`config.mk`:
```
export PLATFORM = sky130hd
export DESIGN_NAME = time_digit_entry
export DESIGN_NICKNAME = d
export VERILOG_FILES = /design/src/rtl/time_pkg.sv /design/src/rtl/bcd2_to_bin.sv /design/src/rtl/time_digit_entry.sv
export SDC_FILE = /design/constraint.sdc
export NUM_CORES = 1
export LEC_CHECK = 0
export CAP_MARGIN = 40
export CELL_PAD_IN_SITES_DETAIL_PLACEMENT = 1
export CELL_PAD_IN_SITES_GLOBAL_PLACEMENT = 1
export CORE_MARGIN = 8
export CORE_UTILIZATION = 41
export CTS_CLUSTER_DIAMETER = 80
export DETAILED_ROUTE_END_ITERATION = 10
export GPL_ROUTABILITY_DRIVEN = 0
export PLACE_DENSITY_LB_ADDON = 0.05
export RECOVER_POWER = 25
export SYNTH_ARGS = -nofsm -noshare
export SYNTH_HDL_FRONTEND = slang
export SYNTH_SLANG_ARGS = --single-unit
export TNS_END_PERCENT = 5
```
`constraint.sdc`:
```
create_clock -name clk -period 2.45 [get_ports clk]
set_input_delay 0.49 -clock clk [delete_from_list [all_inputs] [get_ports clk]]
set_output_delay 0.49 -clock clk [all_outputs]
set_load 0.02 [all_outputs]
```
`src/rtl/time_pkg.sv`:
```
// Shared definitions for the keypad time-entry path: widths, FSM encoding and
// the 24-hour clock digit limits.
package time_pkg;

    localparam int unsigned DWL_DEF       = 8;
    localparam int unsigned DIGIT_W_DEF   = DWL_DEF - 4;
    localparam int unsigned HOURS_W_DEF   = DWL_DEF - 3;
    localparam int unsigned MINUTES_W_DEF = DWL_DEF - 2;

    // S_HT..S_MO encode the digit index directly so entry_pos is the low state bits.
    typedef enum logic [2:0] {
        S_HT     = 3'd0,
        S_HO     = 3'd1,
        S_MT     = 3'd2,
        S_MO     = 3'd3,
        S_COMMIT = 3'd4
    } state_t;

    localparam int unsigned MAX_HT       = 2;
    localparam int unsigned MAX_HO_AT_20 = 3;
    localparam int unsigned MAX_MT       = 5;
    localparam int unsigned MAX_DIGIT    = 9;

    // Whether digit d may be taken in state st, given the hours tens already held.
    function automatic logic digit_ok(input state_t st, input int unsigned d,
                                      input int unsigned ht);
        logic ok;
        ok = 1'b0;
        case (st)
            S_HT: ok = (d <= MAX_HT);
            S_HO: begin
                if (ht == MAX_HT) ok = (d <= MAX_HO_AT_20);
                else              ok = (d <= MAX_DIGIT);
            end
            S_MT: ok = (d <= MAX_MT);
            S_MO: ok = (d <= MAX_DIGIT);
            default: ok = 1'b0;
        endcase
        return ok;
    endfunction

endpackage

```
`src/rtl/bcd2_to_bin.sv`:
```
// Two BCD digits to binary: tens*10 + ones, built from shifts and adds only.
module bcd2_to_bin #(
    parameter int unsigned DIGIT_W = 4,
    parameter int unsigned OUT_W   = 5
) (
    input  logic [DIGIT_W-1:0] tens,
    input  logic [DIGIT_W-1:0] ones,
    output logic [OUT_W-1:0]   value
);

    logic [OUT_W-1:0] tens_ext;
    logic [OUT_W-1:0] ones_ext;

    always_comb begin
        tens_ext = OUT_W'(tens);
        ones_ext = OUT_W'(ones);
        // Sum wraps at OUT_W; legal clock digits never reach the wrap.
        value    = (tens_ext << 3) + (tens_ext << 1) + ones_ext;
    end

endmodule

```
`src/rtl/time_digit_entry.sv`:
```
// Collects HH:MM as four BCD keypresses, validates each against 24-hour limits
// and presents the assembled binary time with a one-cycle load pulse.
module time_digit_entry
    import time_pkg::*;
#(
    parameter int unsigned DWL = DWL_DEF
) (
    input  logic           clk,
    input  logic           reset,
    input  logic           digit_valid,
    input  logic [DWL-5:0] digit,
    input  logic           cancel,
    output logic [DWL-4:0] Hours,
    output logic [DWL-3:0] Minutes,
    output logic           load,
    output logic           digit_err,
    output logic [1:0]     entry_pos,
    output logic           busy
);

    localparam int unsigned DW = DWL - 4;
    localparam int unsigned HW = DWL - 3;
    localparam int unsigned MW = DWL - 2;

    state_t        state;
    logic [DW-1:0] ht, ho, mt, mo;
    logic [HW-1:0] hours_bin;
    logic [MW-1:0] minutes_bin;
    logic          digit_accept;

    bcd2_to_bin #(
        .DIGIT_W (DW),
        .OUT_W   (HW)
    ) u_hours_conv (
        .tens  (ht),
        .ones  (ho),
        .value (hours_bin)
    );

    bcd2_to_bin #(
        .DIGIT_W (DW),
        .OUT_W   (MW)
    ) u_minutes_conv (
        .tens  (mt),
        .ones  (mo),
        .value (minutes_bin)
    );

    assign digit_accept = digit_ok(state, 32'(digit), 32'(ht));

    always_ff @(posedge clk) begin
        if (reset) begin
            state     <= S_HT;
            ht        <= '0;
            ho        <= '0;
            mt        <= '0;
            mo        <= '0;
            Hours     <= '0;
            Minutes   <= '0;
            load      <= 1'b0;
            digit_err <= 1'b0;
        end else begin
            load      <= 1'b0;
            digit_err <= 1'b0;
            // The commit cycle wins over cancel and ignores any offered digit.
            if (state == S_COMMIT) begin
                Hours   <= hours_bin;
                Minutes <= minutes_bin;
                load    <= 1'b1;
                state   <= S_HT;
            end else if (cancel) begin
                state <= S_HT;
                ht    <= '0;
                ho    <= '0;
                mt    <= '0;
                mo    <= '0;
            end else if (digit_valid) begin
                if (digit_accept) begin
                    case (state)
                        S_HT: begin
                            ht    <= digit;
                            state <= S_HO;
                        end
                        S_HO: begin
                            ho    <= digit;
                            state <= S_MT;
                        end
                        S_MT: begin
                            mt    <= digit;
                            state <= S_MO;
                        end
                        S_MO: begin
                            mo    <= digit;
                            state <= S_COMMIT;
                        end
                        default: state <= S_HT;
                    endcase
                end else begin
                    digit_err <= 1'b1;
                end
            end
        end
    end

    assign entry_pos = (state == S_COMMIT) ? 2'd0 : state[1:0];
    assign busy      = (entry_pos != 2'd0);

endmodule

```
==> impl_metrics.tcl, run 1 <==
set metrics [dict create \
    fin_worst_skew_ps 7.14 \
    critPathCapture "busy" \
    cp_max_fo 9 \
    core_um2 3720 \
    hp-start "mt[3]" \
    required_ps 1960 \
    ant_nets 0 \
    fmaxAchievable_mhz 458 \
    power_frac_seq 0.508 \
    cts_root_buf "clkbuf_8" \
    cpMaxStageDelayCell "clkdlybuf4s50_1" \
    slew_headroom 0.603 \
    cp_top_family "buffers and inverters" \
    p_per_area_nw_per_um2 521 \
    grt_max_degree 15 \
    yosysWarnings 0 \
    fin_crit_ps 2190 \
    tns_ps 0 \
    path_clk_slew_ps 70 \
    area_growth_pct 23.7 \
    vias 1256 \
    synth_area_um2 1600 \
    synth_flop_cell "dfxtp_1" \
    clk_latency_ps 280 \
    peakVddDrop_mv 0.220 \
    reg2reg_from "mt[2]" \
    fin_util 0.532 \
    dr.first_iter.drc_count 40 \
    end_kind "primary output" \
    synth_nets 185 \
    die_h_um 78.5 \
    nets 212 \
    clock_sinks 32 \
    synth_seq_area_share 0.401 \
    drive_gt1_frac 0.120 \
    final_area_um2 1980 \
    comb_power_share 0.068 \
    r2r_cells 6 \
    p_leak_nw 0.839 \
    numCtsBuffers 5 \
    wl_mm 4.02 \
    hpwl_mm 3.19 \
    place_area_um2 1890 \
    crit_type "flop to primary output" \
    hold_ws_ps 443 \
    post_drt_wl_per_cell_um 16.8 \
    drv_cap 0 \
    dieArea_um2 6150 \
    rsz0062_at_grt "false" \
    fp-row-count 22 \
    dr.pass1.iters 4 \
    overflow 0 \
    start_util 0.430 \
    drc 0 \
    p_int_w 0.000800 \
    worstMarginPinSlew_ps 596 \
    p_sw_w 0.000230 \
    crit_chain "nor2_1 -> inv_1 -> clkdlybuf4s50_1" \
    outcome "finished, final reports clean" \
    cpPeakStageDelay_ps 600 \
    cts_setup_buffers 0 \
    synth_area_per_cell_um2 9.75 \
    worst-path-stages 3 \
    grt_pass1_wl_mm 7.03 \
    synth-edff-count 0 \
    layout_worst_path_cycle_share 0.892 \
    cts_hold_buf 0 \
    grt_pass1_vias 1418 \
    hp-class "flop to flop" \
    cts_max_level 2 \
    grt_use_total 0.144 \
    worst_setup_path_start_kind "flop" \
    post_drt_via_cell_ratio 5.26 \
    port-buffer-count 23 \
    crit_arrival_ps 1700 \
    netSwitchingFraction 0.224 \
    tritoncts "done" \
    grt_antenna_before_repair 0 \
    die_w_um 78.5 \
    synth-seq-cells 32 \
    cp.buffers_inverters 2 \
    ff2ff_setup_slack_ps 460 \
    slew_viol_final 0 \
    synth_cell_types 45 \
    setup_viol 0 \
    hold_viol 0 \
    clockPowerShare 0.423 \
    dp_slack_ps 165 \
    num-fill-cells 431 \
    timing.rr.end "Minutes[5]" \
    io_pins 24 \
    antenna_cells 0 \
    ys_async_sr_fraction 0 \
    cts_buffer_depth 2 \
    synthCells 164 \
    worst_slack_ps 264 \
    startpoint "state[1]" \
    cts_resized 0 \
]
cell type report:
class	count	area, um^2	area share
clock buffer	7	96.3	0.0487
inverter	1	3.75	0.00190
multi-input combinational	124	921	0.466
sequential	32	641	0.324
timing repair buffer	27	256	0.130
tap	48	60.1	0.0304
stage by stage:
step | instances | total power [W]
after floorplan | 164 | 0.000573
after global placement | 232 | 0.000604
after detailed placement | 232 | 0.000606
after CTS | 239 | 0.00104
after global routing | 239 | 0.00108
final | 239 | 0.00103
cell usage after synthesis, types with 2 or more instances:
| library cell | count | area, um^2 |
|---|---|---|
| a211oi_1 | 3 | 22.5 |
| a21oi_1 | 11 | 55.1 |
| a32o_1 | 2 | 20.0 |
| and2_1 | 2 | 12.5 |
| buf_2 | 3 | 15.0 |
| clkbuf_1 | 3 | 11.3 |
| dfxtp_1 | 32 | 641 |
| fa_1 | 4 | 80.1 |
| ha_1 | 9 | 113 |
| mux2i_1 | 6 | 60.1 |
| nand2_1 | 32 | 120 |
| nand2b_1 | 3 | 18.8 |
| nor2_1 | 9 | 33.8 |
| o211ai_1 | 5 | 37.5 |
| o21ai_0 | 4 | 20.0 |
| o21ai_1 | 2 | 10.0 |
| xnor2_1 | 6 | 52.6 |
worst min-delay path by stage:
stage                     cells past startpoint    end  slack [ps]
final                                         2  mt[3]         440
after global routing                          2  mt[3]         450
after CTS                                     2  mt[3]         440
after detailed placement                      2  mt[3]         430
after global placement                        2  mt[3]         430
after floorplan                               2  mt[3]         420
power groups by stage:
stage / Combinational, W / Sequential [W] / Clock (W)
finish: 0.0000705 / 0.000524 / 0.000436
global route: 0.0000770 / 0.000523 / 0.000479
CTS: 0.0000710 / 0.000524 / 0.000447
detailed placement: 0.0000705 / 0.000535 / 0
global placement: 0.0000685 / 0.000535 / 0
floorplan: 0.0000372 / 0.000536 / 0
cells in the final DEF, fill, tap and decap left out, types with 2 or more instances in the layout:
| cell | Yosys | routed |
|---|---|---|
| dfxtp_1 | 32 | 32 |
| dlygate4sd3_1 | 0 | 5 |
| clkdlybuf4s50_1 | 0 | 18 |
| ha_1 | 9 | 9 |
| o211ai_1 | 5 | 5 |
| o21ai_0 | 4 | 4 |
| a211oi_1 | 3 | 3 |
| clkbuf_8 | 0 | 7 |
| a32o_1 | 2 | 2 |
| o21ai_1 | 2 | 2 |
| xnor2_1 | 6 | 6 |
| nor2_1 | 9 | 9 |
| nand2b_1 | 3 | 3 |
| a21oi_1 | 11 | 11 |
| fa_1 | 4 | 4 |
| mux2i_1 | 6 | 6 |
| nand2_1 | 32 | 32 |
| and2_1 | 2 | 2 |
| buf_4 | 1 | 3 |
sequential cells by signal, indices dropped and copies added (netlist names):
signal and cells:
Minutes 6, ht 4, digit_err 1, load 1, state 3, ho 4, Hours 5, mt 4
mo 4
worst register-to-register path, delay by kind of cell (launching register included):
kind                     cells  cell delay, ps
AO/OA/AOI/OAI                3             570
XOR/XNOR                     1             110
adder cells (fa/ha/maj)      2             810
flip-flops                   1             420
kinds of logic after synthesis:
group,share of synthesized area
compound gates,0.195
xor+xnor,0.0329
fa+ha+maj,0.121
buf+inv,0.0235
flops,0.401
mux,0.0376
simple gates,0.190
per-layer routing:
layer	GRT usage	routed length (um)	vias up
met5	0	0	-
met4	0.0556	66	0
met3	0.0387	189	7
met2	0.253	2010	27
met1	0.160	1750	595
li1	-	-	627
Note: power is estimated with default switching activity, not from simulation.
==> run 2, diff against run 1 <==
Settings changed: CORE_UTILIZATION 41 to 39, SYNTH_HIERARCHICAL set to 1.
==> run 2 against run 1 <==
Worst hold slack improved by 11 ps. Synthesized cell count rose by 5.5%. Routed wire length shrank 7.5%. Setup slack better by 26 ps. Clock skew is 5.6 ps lower. Non-clock buffer count decreased by 1. Clock-buffer cell count down 2. Via count increased by 0.40%. Power grew 4.8%. Design area down 3.0%. Largest cell class unchanged. Highest routed layer unchanged.
==> impl_metrics.tcl, run 2 <==
set metrics [dict create \
    grt_max_degree 16 \
    end_kind "flop" \
    synth_flop_cell "dfxtp_1" \
    drc 0 \
    dr.pass1.iters 4 \
    hpwl_mm 2.96 \
    die_w_um 78.7 \
    post_drt_via_cell_ratio 5.11 \
    nets 219 \
    worst_setup_path_start_kind "input pin" \
    core_um2 3720 \
    p_leak_nw 0.800 \
    yosysTopAreaCell "dfxtp_1" \
    cts_max_level 2 \
    top_regs "Minutes: 6 flops, Hours: 5 flops" \
    final_cell_mix "dfxtp_1, nand2_1, clkdlybuf4s50_1" \
    clk_latency_ps 280 \
    clock_sinks 32 \
    fin_worst_skew_ps 1.52 \
    synth-seq-cells 32 \
    numCtsBuffers 5 \
    grt_antenna_before_repair 0 \
    hold_viol 0 \
    fin_crit_ps 2160 \
    rsz0062_at_grt "false" \
    cp_max_fo 9 \
    synth_area_per_cell_um2 8.85 \
    die_h_um 78.7 \
    cts_resized 0 \
    io_pins 24 \
    cts_root_buf "clkbuf_8" \
    vias 1261 \
    yosys-top-cells-count "dfxtp_1, nand2_1, a21oi_1" \
    yosysWarnings 6 \
    crit_type "input pin to flop" \
    cts_buffer_depth 2 \
    area_growth_pct 25.2 \
    peakVddDrop_mv 0.275 \
    tritoncts "done" \
    grt_pass1_wl_mm 6.30 \
    p_per_area_nw_per_um2 563 \
    outcome "finished, final reports clean" \
    port-buffer-count 23 \
    dr.first_iter.drc_count 42 \
    grt_pass1_vias 1340 \
    yosysMostFrequentCell "dfxtp_1" \
    layout_commonest_cell "dfxtp_1" \
    overflow 0 \
    ant_nets 0 \
    post_drt_wl_per_cell_um 15.0 \
    path_clk_slew_ps 70 \
    drv_cap 0 \
    synth_nets 194 \
    dp_slack_ps 127 \
    slew_headroom 0.575 \
    worstMarginPinSlew_ps 637 \
    largest_reg_flops 6 \
    top_register "Minutes" \
    slew_viol_final 0 \
    cts_setup_buffers 0 \
    synth_area_um2 1530 \
    start_util 0.412 \
    tns_ps 0 \
    multi_input_area_um2 816 \
    antenna_cells 0 \
    num-fill-cells 437 \
    synth_cell_types 37 \
    fp-row-count 22 \
    grt_use_total 0.126 \
    drive_gt1_frac 0.106 \
    regArea_um2 641 \
    ys_async_sr_fraction 0 \
    cts_hold_buf 0 \
    dieArea_um2 6190 \
    synth-edff-count 0 \
    required_ps 2670 \
    hp-class "flop to flop" \
    synth_seq_area_share 0.418 \
    layout_worst_path_cycle_share 0.881 \
    wl_mm 3.71 \
    synth.area.top_cells "dfxtp_1, ha_1, nand2_1" \
    synthCells 173 \
    synth_top_area_share 0.418 \
    worst_slack_ps 291 \
    fmaxAchievable_mhz 463 \
    crit_arrival_ps 2380 \
    setup_viol 0 \
]
## run 2: worst paths after layout
kind,start,endpoint,slack (ps),depth (start not counted)
hold / removal,Minutes[4],Minutes[4],450,2
setup reg to reg,mt[2],Minutes[5],400,9
hold reg to reg,Minutes[4],Minutes[4],450,2
setup / recovery,digit[2],ho[3],290,7
## run 2: layer usage
metal | global-route usage | routed length [um]
met1 | 0.144 | 1630
met4 | 0.0500 | 47
met3 | 0.0376 | 208
met2 | 0.215 | 1830
met5 | 0 | 0
## run 2: cell families (layout without fill, tap and decap cells)
logic type               Yosys count  count (layout)  share of synthesized area
adder cells (fa/ha/maj)           13              13                      0.126
AND/OR/NAND/NOR                   66              66                      0.216
XOR/XNOR                           7               7                     0.0400
buffers and inverters             18              44                     0.0490
AO/OA/AOI/OAI                     37              37                      0.150
flip-flops                        32              32                      0.418
## run 2: through the flow
stage	instance area (um^2)	instances	util	hold slack, ps	power (W)
global placement	1810	239	0.486	443	0.000590
detailed placement	1810	239	0.486	451	0.000591
CTS	1920	247	0.516	461	0.00109
floorplan	1530	173	-	445	0.000559
finish	1920	247	0.516	454	0.00108
global route	1920	247	0.516	482	0.00112
## run 2: critical path: stages
cell and delay (ps):
dlygate4sd3_1 630, o21ai_1 170, nand3b_1 120, o21ai_2 300
nand4b_2 270, nand3b_1 250, a21oi_2 140
## run 2: layout make-up
cell class | count | share of cell area
flip-flops and latches | 32 | 0.334
well taps | 48 | 0.0313
multi-input cells | 123 | 0.425
clock buffers | 5 | 0.0359
repair buffers | 26 | 0.132
inverters | 10 | 0.0196
clock inverters | 3 | 0.0222
## run 2: where the power goes
part	switching (W)	internal, W	leakage [nW]
Sequential	0.00000137	0.000521	0.258
Clock	0.000200	0.000301	0.0541
Combinational	0.0000331	0.0000230	0.488
